**src/rtl/vga_tile_scanner.sv**
```systemverilog
// VGA raster timing generator that also reports the position as a tile cell plus pixel offset.
// Define VGA_TILE_SCANNER_FRAME_COUNT_EN to build the 8-bit wrapping frame counter.
module vga_tile_scanner #(
  parameter int H_SYNC_CYCLES = 92,
  parameter int H_BACK_PORCH  = 50,
  parameter int H_DISPLAY     = 640,
  parameter int H_FRONT_PORCH = 18,
  parameter int V_SYNC_CYCLES = 2,
  parameter int V_BACK_PORCH  = 33,
  parameter int V_DISPLAY     = 480,
  parameter int V_FRONT_PORCH = 10,
  parameter int TILE_SIZE     = 32
) (
  input  logic       i_Clk,
  input  logic       i_reset_n,
  output logic       o_VGA_HSync,
  output logic       o_VGA_VSync,
  output logic       o_active,
  output logic [4:0] o_cell_x,
  output logic [3:0] o_cell_y,
  output logic [4:0] o_pix_x,
  output logic [4:0] o_pix_y,
  output logic       o_frame_tick,
  output logic [7:0] o_frame_count
);

  localparam int H_LINE  = H_SYNC_CYCLES + H_BACK_PORCH + H_DISPLAY + H_FRONT_PORCH;
  localparam int V_FRAME = V_SYNC_CYCLES + V_BACK_PORCH + V_DISPLAY + V_FRONT_PORCH;
  localparam int HW      = $clog2(H_LINE);
  localparam int VW      = $clog2(V_FRAME);

  localparam logic [HW-1:0] H_LAST      = HW'(H_LINE - 1);
  localparam logic [HW-1:0] H_SYNC_END  = HW'(H_SYNC_CYCLES);
  localparam logic [HW-1:0] H_ACT_START = HW'(H_SYNC_CYCLES + H_BACK_PORCH);
  localparam logic [HW-1:0] H_ACT_LAST  = HW'(H_SYNC_CYCLES + H_BACK_PORCH + H_DISPLAY - 1);
  localparam logic [VW-1:0] V_LAST      = VW'(V_FRAME - 1);
  localparam logic [VW-1:0] V_SYNC_END  = VW'(V_SYNC_CYCLES);
  localparam logic [VW-1:0] V_ACT_START = VW'(V_SYNC_CYCLES + V_BACK_PORCH);
  localparam logic [VW-1:0] V_ACT_LAST  = VW'(V_SYNC_CYCLES + V_BACK_PORCH + V_DISPLAY - 1);
  localparam logic [4:0]    TILE_LAST   = 5'(TILE_SIZE - 1);

  logic [HW-1:0] h_q, h_d;
  logic [VW-1:0] v_q, v_d;
  logic          line_end;
  logic          h_act_d, v_act_d;
  logic          hsync_q, hsync_d;
  logic          vsync_q, vsync_d;
  logic          active_q, active_d;
  logic [4:0]    cell_x_q, cell_x_d;
  logic [3:0]    cell_y_q, cell_y_d;
  logic [4:0]    pix_x_q, pix_x_d;
  logic [4:0]    pix_y_q, pix_y_d;
  logic          frame_tick_q, frame_tick_d;

  always_comb begin
    line_end = (h_q == H_LAST);
    h_d      = line_end ? '0 : h_q + HW'(1);
    v_d      = v_q;
    if (line_end) begin
      v_d = (v_q == V_LAST) ? '0 : v_q + VW'(1);
    end
  end

  // Every output register is loaded from the next counter values, so the
  // registered outputs always describe the position the counters now hold.
  always_comb begin
    h_act_d  = (h_d >= H_ACT_START) && (h_d <= H_ACT_LAST);
    v_act_d  = (v_d >= V_ACT_START) && (v_d <= V_ACT_LAST);
    hsync_d  = (h_d >= H_SYNC_END);
    vsync_d  = (v_d >= V_SYNC_END);
    active_d = h_act_d && v_act_d;

    pix_x_d  = '0;
    cell_x_d = '0;
    if (h_act_d && (h_d != H_ACT_START)) begin
      if (pix_x_q == TILE_LAST) begin
        pix_x_d  = '0;
        cell_x_d = cell_x_q + 5'd1;
      end else begin
        pix_x_d  = pix_x_q + 5'd1;
        cell_x_d = cell_x_q;
      end
    end

    // Row coordinates only move at a line boundary and hold through h blanking.
    pix_y_d  = pix_y_q;
    cell_y_d = cell_y_q;
    if (line_end) begin
      pix_y_d  = '0;
      cell_y_d = '0;
      if (v_act_d && (v_d != V_ACT_START)) begin
        if (pix_y_q == TILE_LAST) begin
          pix_y_d  = '0;
          cell_y_d = cell_y_q + 4'd1;
        end else begin
          pix_y_d  = pix_y_q + 5'd1;
          cell_y_d = cell_y_q;
        end
      end
    end

    frame_tick_d = (h_d == H_LAST) && (v_d == V_ACT_LAST);
  end

  always_ff @(posedge i_Clk) begin
    if (!i_reset_n) begin
      h_q          <= '0;
      v_q          <= '0;
      hsync_q      <= 1'b0;
      vsync_q      <= 1'b0;
      active_q     <= 1'b0;
      cell_x_q     <= '0;
      cell_y_q     <= '0;
      pix_x_q      <= '0;
      pix_y_q      <= '0;
      frame_tick_q <= 1'b0;
    end else begin
      h_q          <= h_d;
      v_q          <= v_d;
      hsync_q      <= hsync_d;
      vsync_q      <= vsync_d;
      active_q     <= active_d;
      cell_x_q     <= cell_x_d;
      cell_y_q     <= cell_y_d;
      pix_x_q      <= pix_x_d;
      pix_y_q      <= pix_y_d;
      frame_tick_q <= frame_tick_d;
    end
  end

`ifdef VGA_TILE_SCANNER_FRAME_COUNT_EN
  logic [7:0] frame_count_q, frame_count_d;

  always_comb begin
    frame_count_d = frame_tick_q ? frame_count_q + 8'd1 : frame_count_q;
  end

  always_ff @(posedge i_Clk) begin
    if (!i_reset_n) begin
      frame_count_q <= '0;
    end else begin
      frame_count_q <= frame_count_d;
    end
  end

  assign o_frame_count = frame_count_q;
`else
  assign o_frame_count = 8'd0;
`endif

  assign o_VGA_HSync  = hsync_q;
  assign o_VGA_VSync  = vsync_q;
  assign o_active     = active_q;
  assign o_cell_x     = cell_x_q;
  assign o_cell_y     = cell_y_q;
  assign o_pix_x      = pix_x_q;
  assign o_pix_y      = pix_y_q;
  assign o_frame_tick = frame_tick_q;

endmodule
```
**config.mk**
```make
export PLATFORM = sky130hd
export DESIGN_NAME = vga_tile_scanner
export DESIGN_NICKNAME = d
export VERILOG_FILES = /design/src/rtl/vga_tile_scanner.sv
export SDC_FILE = /design/constraint.sdc
export NUM_CORES = 1
export LEC_CHECK = 0
export CORE_MARGIN = 2
export CORE_UTILIZATION = 36
export CTS_BUF_LIST = sky130_fd_sc_hd__clkbuf_8
export DETAILED_ROUTE_END_ITERATION = 7
export PLACE_DENSITY_LB_ADDON = 0.3
export SKIP_CTS_REPAIR_TIMING = 1
export SLEW_MARGIN = 40
export SYNTH_ARGS = -nofsm -noshare
export SYNTH_HDL_FRONTEND = slang
export SYNTH_SLANG_ARGS = --single-unit
```
**constraint.sdc**
```tcl
create_clock -name i_Clk -period 4.11 [get_ports i_Clk]
set_input_delay 1.233 -clock i_Clk [delete_from_list [all_inputs] [get_ports i_Clk]]
set_output_delay 1.233 -clock i_Clk [all_outputs]
set_load 0.03 [all_outputs]
```
==> key figures, run 1 <==
Power
  • Logic pwr share: 0.063
  • Leak Pwr: 1.033 nW
  • Clock power share: 0.373
  • Sw Pwr: 0.2007 mW
  • Sequential power share: 0.563
  • PD cells: 253.9 nW/µm²
  • Sw Ratio: 0.2642
  • Internal Power: 0.5591 mW
  • Pwr Total: 0.7598 mW
  • VDD IR max: 0.0001412 V

Placement
  • I/O Buffers: 24
  • Post-detail-place hpwl: 3847 µm
  • GPL Wtd Cong: 0.8045

Synth
  • Ys async rst share: 0
  • Synth Area in XOR/XNOR: 0.05619
  • Largest family of logic cells by synthesized area: simple AND/OR/NAND/NOR gates
  • Largest area contributor in the netlist: dfxtp_1
  • Ys flop type: dfxtp_1
  • Post-synth EDFFs: 0
  • Adder-Cell Fraction of Synth Area: 0.05666
  • Post-synthesis mux area share: 0.007554
  • Netlist Area Pre-Place: 2650 µm²
  • Post-synthesis compound-gate area fraction: 0.1903
  • #FFs+latches synth: 43
  • Syn Area/Cell: 8.632 µm²
  • Synth Instances: 307
  • Library cells used by synthesis: 63
  • Synth warn: 0
  • Top-area cell type share of the netlist area: 0.3248
  • Sequential fraction of the synthesis area: 0.3248
  • Simple-gate portion of the synthesized area: 0.2790
  • Top post-synthesis cells by area: dfxtp_1 (32%), ha_1 (5.7%), nor2_1 (4.1%)

Clock network
  • Root Driver: clkbuf_8
  • Htree depth: 2
  • CTS sink cnt: 43
  • Num CTS Buffers: 5
  • Clk_lat worst skew: 300 ps
  • CTS tree: built
  • Longest Clk Path Bufs: 2
  • Clock transition at the registers of the reported paths: 90 ps

Route
  • DR WL/cell: 12.99 µm
  • DRT iter0 DRCs: 145
  • DRC viols: 0
  • Vias per cell: 5.188
  • Drt first pass iters: 4
  • Final wirelength: 5467 µm
  • Via count: 2184
  • Routed Antenna Nets: 0

Worst setup path
  • Worst Setup Start Kind: flop
  • Reg-to-Reg Start: h_q[0]
  • Req. time, crit path: 4320 ps
  • Worst setup startpoint: h_q[0]
  • Reg-to-Reg End: o_cell_y[1]
  • Reg2reg setup slack: 700 ps
  • Crit path max fanout: 12
  • Critical path capture point type: flop
  • Worst reg2reg path depth: 9
  • WS Path Type: flop to flop
  • CP Data Arrival Time: 3620 ps

Final layout
  • Area grow syn2layout: 12.94%
  • Layout cells sized above 1: 0.09317
  • Antenna cells: 0
  • Number of fill cells: 703
  • Final net count: 335
  • Multi-input gate area: 1593 µm²
  • FF+latch area: 860.8 µm²

Global route
  • GRT Overall Usage: 0.1356
  • Initial antenna violation count: 0
  • GRT overflow: 0
  • Vias in the first global route: 1986
  • First-pass GRT wire length: 9315 µm
  • Largest net degree at the start of global routing: 24

Hold path
  • WHS Path Cells: 1
  • Worst hold endpoint: o_pix_x[0]
  • Hold Startpoint: o_pix_x[0]
  • Min-delay worst type: flop to flop

Die
  • Die Y-Extent: 89.80 µm
  • Core area: 7176 µm²
  • Die area: 8063 µm²
  • Initial Util: 0.3693
  • Die X: 89.80 µm
  • Ports: 33
  • # rows: 31

Flow run
  • Max-Cap Viols: 0

STA
  • Slew @ Worst Pin: 596.3 ps
  • Rel. slew slack: 0.6003
  • Final Max Slew Viols: 0
  • Post-route setup TNS: 0 ps
  • Min cycle time layout: 3412 ps
  • RSZ-0062 raised after global routing: false
  • Max Clock Freq: 293.1 MHz
  • Final setup fails: 0
  • Final Hold Vio Count: 0
  • Final Cycle Share: 0.8302
  • Clk_skew: 5.501 ps

Outcome
  • Status: complete, no violations
==> stage by stage <==
| stage | hold slack [ps] | utilization | cells | area [µm²] | setup WS, ps |
|---|---|---|---|---|---|
| 2_1_floorplan | 468.7 | - | 314 | 2676 | 1154 |
| 3_3_place_gp | 477.2 | 0.4026 | 412 | 2889 | 773.7 |
| 3_5_place_dp | 476.8 | 0.4026 | 412 | 2889 | 661.7 |
| 4_1_cts | 491.0 | 0.4155 | 420 | 2982 | 648.0 |
| 5_1_grt | 514.5 | 0.4171 | 421 | 2993 | 435.4 |
| 6_report | 486.8 | 0.4171 | 421 | 2993 | 697.8 |
==> cells by family (layout without fill, tap and decap cells) <==
family,after synthesis,in the layout
AOI/OAI and AO/OA,60,60
xor gates and xnor gates,17,17
adders and majority gates,12,12
buffers and inverters,39,47
DFF,43,43
muxes,2,2
other,1,8
and+or+nand+nor,133,133
==> worst max path at each step <==
| stage | to | depth (start not counted) |
|---|---|---|
| CTS | o_cell_y[1] | 8 |
| finish | o_cell_y[1] | 9 |
| global placement | o_cell_y[1] | 8 |
| floorplan | o_cell_y[1] | 9 |
| detailed placement | o_cell_y[1] | 8 |
| global route | o_cell_y[1] | 8 |
==> critical path, stage by stage (launching register included) <==
cell,delay [ps]
dfxtp_1,450
ha_1,290
nand4_1,350
or3_1,680
buf_6,240
o2bb2ai_4,130
a211oi_4,300
and4b_1,470
nor2_4,80
a2111oi_4,330
==> per-layer routing <==
layer,part of all wire,track usage,up-vias
met5,0,0,-
li1,-,-,1110
met3,0.045,0.02682,7
met4,0.015,0.04103,0
met1,0.50,0.1799,1006
met2,0.44,0.2235,61
==> final cells by class <==
class	count	area share
multi-input combinational	232	0.5322
sequential	43	0.2876
timing repair buffer	30	0.09657
tap	99	0.04139
clock buffer	5	0.02299
inverter	9	0.01129
clock inverter	3	0.007943
==> synthesized netlist by cell type (all sizes together) (2+ instances only) <==
cell and instances:
nand4 7, nor2 30, or4 3, o22ai 6, nor3 10, inv 8
a21o 2, xnor2 8, ha 12, nand2b 3, a21boi 2, dfxtp 43
a211oi 2, o21a 3, nand2 21, or3 6, nand3 17, clkbuf 13
buf 17, nor4 8, nor3b 4, o21ai 16, xor2 9, mux2i 2
a21oi 8, o31ai 3, a31oi 2, and4 3, and2 6, and3 6
nor2b 3, o211ai 4
==> layout by cell type (no fill, tap or decap), drive strengths merged, types with 2 or more instances in the layout <==
master         count
a211oi             2
a21boi             2
a21o               2
a21oi              8
a31oi              2
and2               6
and3               6
and4               3
buf                6
clkbuf             5
clkdlybuf4s50     24
clkinvlp           2
conb               8
dfxtp             43
ha                12
inv                9
mux2i              2
nand2             21
nand2b             3
nand3             17
nand4              7
nor2              30
nor2b              3
nor3              10
nor3b              4
nor4               8
o211ai             4
o21a               3
o21ai             16
o22ai              6
o31ai              3
or3                6
or4                3
xnor2              8
xor2               9
==> flip-flops by register name, indices dropped and copies added, names as in the netlist, 4 cells and up <==
name / flops
v_q: 10
o_pix_y: 5
o_cell_y: 4
h_q: 10
o_cell_x: 5
o_pix_x: 5
==> power groups by stage <==
stage	sequential (mW)	combinational [mW]	clock (mW)
2_1_floorplan	0.435	0.0463	0
3_3_place_gp	0.437	0.0481	0
3_5_place_dp	0.438	0.0484	0
4_1_cts	0.428	0.0485	0.296
5_1_grt	0.429	0.0529	0.308
6_report	0.428	0.0481	0.284
(Power assumes the default switching activity.)
==> run 2, diff against run 1 <==
Clock period 4.11 ns to 3.6 ns, I/O delays scaled along.
==> run 2 against run 1 <==
  * Sequential share of layout area shrank 0.25 points
  * Non-clock buffer count grew 4
  * Sequential cell count is the same
  * Clock-buffer cell count is the same
  * First-iteration DRC count shrank 35%
  * Utilization grew 0.37 points
  * Clock skew grew 3.7 ps
  * Fmax grew 11%
  * Total power grew 15%
  * Critical endpoint unchanged
  * Largest power group unchanged
==> key figures, run 2 (synthesis results as in run 1) <==
STA
  • Final worst setup slack: 516.7 ps (-181.2 ps)
  • Post-route setup TNS: 0 ps (unchanged)
  • Final Hold Vio Count: 0 (unchanged)
  • Slew @ Worst Pin: 550.0 ps (-46.29 ps)
  • Min cycle time layout: 3083 ps (-328.8 ps)
  • Max Clock Freq: 324.3 MHz (+11%)
  • Final Cycle Share: 0.8565 (+0.02627)
  • RSZ-0062 raised after global routing: false
  • Final Max Slew Viols: 0 (unchanged)
  • Final setup fails: 0 (unchanged)
  • Clk_skew: 9.180 ps (+3.679 ps)
  • Rel. slew slack: 0.6307 (+0.03039)

Final layout
  • Number of fill cells: 712 (+1.3%)
  • Layout cells sized above 1: 0.1043 (+0.01113)
  • Antenna cells: 0 (unchanged)
  • Leading cell type in the layout, fill and taps excluded: dfxtp_1
  • Biggest regs: h_q x10, v_q x10
  • Most frequent cells in the layout: dfxtp_1 (43), nor2_1 (29), clkdlybuf4s50_1 (24)
  • Final net count: 339 (+1.2%)
  • Area grow syn2layout: 13.93%

Hold path
  • Min-delay worst type: flop to flop

Worst setup path
  • Critical path capture point type: flop
  • WS Path Type: flop to flop
  • Req. time, crit path: 3810 ps (-510 ps)
  • Crit-path max cell delay: 640 ps (-40 ps)
  • Critical path, cell by cell: ha_1 -> nand4_1 -> or3_1 -> buf_4 -> o2bb2ai_4 -> a211oi_4 -> and4b_1 -> nor2_4 -> a2111oi_4
  • Crit path max fanout: 13 (+1)
  • Slowest CP cell: or3_1
  • CP Data Arrival Time: 3290 ps (-330 ps)
  • Worst Setup Start Kind: flop

Clock network
  • CTS sink cnt: 43 (unchanged)
  • Htree depth: 2 (unchanged)
  • Clk_lat worst skew: 300 ps (about the same)
  • CTS tree: built
  • Clock transition at the registers of the reported paths: 90 ps (about the same)
  • Root Driver: clkbuf_8
  • Longest Clk Path Bufs: 2 (unchanged)
  • Num CTS Buffers: 5 (unchanged)

Outcome
  • Status: complete, no violations

Global route
  • Initial antenna violation count: 0 (unchanged)
  • First-pass GRT wire length: 9328 µm (+0.14%)
  • GRT Overall Usage: 0.1389 (+0.003342)
  • GRT overflow: 0 (unchanged)
  • Vias in the first global route: 2002 (+0.81%)
  • Largest net degree at the start of global routing: 16 (-33%)

Power
  • Leak Pwr: 1.052 nW (+1.8%)
  • PD cells: 288.2 nW/µm² (+14%)
  • Clock power share: 0.375 (+0.002)
  • Sw Ratio: 0.2664 (+0.002220)
  • Internal Power: 0.6384 mW (+14%)
  • Sequential power share: 0.562 (about the same)
  • Sw Pwr: 0.2318 mW (+16%)
  • Logic pwr share: 0.063 (about the same)
  • VDD IR max: 0.0001594 V (+13%)

Route
  • Routed Antenna Nets: 0 (unchanged)
  • Vias per cell: 5.155 (-0.62%)
  • Final wirelength: 5566 µm (+1.8%)
  • DRC viols: 0 (unchanged)
  • DR WL/cell: 13.10 µm (+0.85%)
  • Drt first pass iters: 4 (unchanged)
  • Via count: 2191 (+0.32%)
  • DRT iter0 DRCs: 94 (-35%)

Placement
  • GPL Wtd Cong: 0.8236 (+2.4%)
  • Pre-CTS setup slack: 548.8 ps (-112.9 ps)
  • I/O Buffers: 24 (unchanged)
  • Post-detail-place hpwl: 4094 µm (+6.4%)

Die
  • Die Y-Extent: 89.80 µm (unchanged)
  • Die X: 89.80 µm (unchanged)
  • Initial Util: 0.3693 (unchanged)
  • Die area: 8063 µm² (unchanged)
  • Core area: 7176 µm² (unchanged)
  • Ports: 33 (unchanged)
  • # rows: 31 (unchanged)

Flow run
  • Max-Cap Viols: 0 (unchanged)
run 2: changes by cell type in the layout (fill, tap and decap cells not counted):
cell / delta
buf_6: -1
buf_4: +5
run 2: cell type report:
cell class / instances / area [µm²] / share of cell area
clock buffers: 5 / 68.82 / 0.02279
clock inverters: 3 / 23.77 / 0.007874
inverters: 9 / 33.78 / 0.01119
multi-input cells: 232 / 1593 / 0.5276
flip-flops and latches: 43 / 860.8 / 0.2851
well taps: 99 / 123.9 / 0.04103
repair buffers: 34 / 315.3 / 0.1044
run 2: final timing paths:
kind / from / endpoint / slack [ps] / cells after the start
hold reg to reg: o_pix_x[0] / o_pix_x[0] / 490 / 1
setup / recovery: h_q[0] / o_cell_y[1] / 520 / 9
setup reg to reg: h_q[0] / o_cell_y[1] / 520 / 9
hold / removal: o_pix_x[0] / o_pix_x[0] / 490 / 1
run 2: metal layers:
layer,track usage,vias up,wire (µm)
met5,0,-,0
met1,0.1826,1006,2726
met3,0.03353,8,246
met4,0.04487,0,89
met2,0.2254,52,2503
li1,-,1125,-
run 2: per-stage QoR:
step                area, µm²  utilization  power [mW]  std cells  hold slack [ps]
CTS                      3019       0.4208      0.8775        425            494.5
finish                   3019       0.4208      0.8703        425            486.8
floorplan                2676            -      0.5494        314            468.7
global placement         2927       0.4078      0.5541        417            477.2
global route             3019       0.4208      0.9046        425            505.1
detailed placement       2927       0.4078      0.5550        417            480.1
run 2: power by group through the flow:
stage | clock network (mW) | logic (mW) | registers (mW)
CTS | 0.333 | 0.0554 | 0.489
global placement | 0 | 0.0545 | 0.500
detailed placement | 0 | 0.0551 | 0.500
finish | 0.326 | 0.0549 | 0.489
global route | 0.354 | 0.0607 | 0.490
floorplan | 0 | 0.0528 | 0.497
run 2: critical path: cells and delay by family (launching register included):
family,cells,cell delay (ps)
AO/OA/AOI/OAI,3,770
adder cells (fa/ha/maj),1,300
buffers and inverters,1,290
flip-flops,1,450
AND/OR/NAND/NOR,4,1170
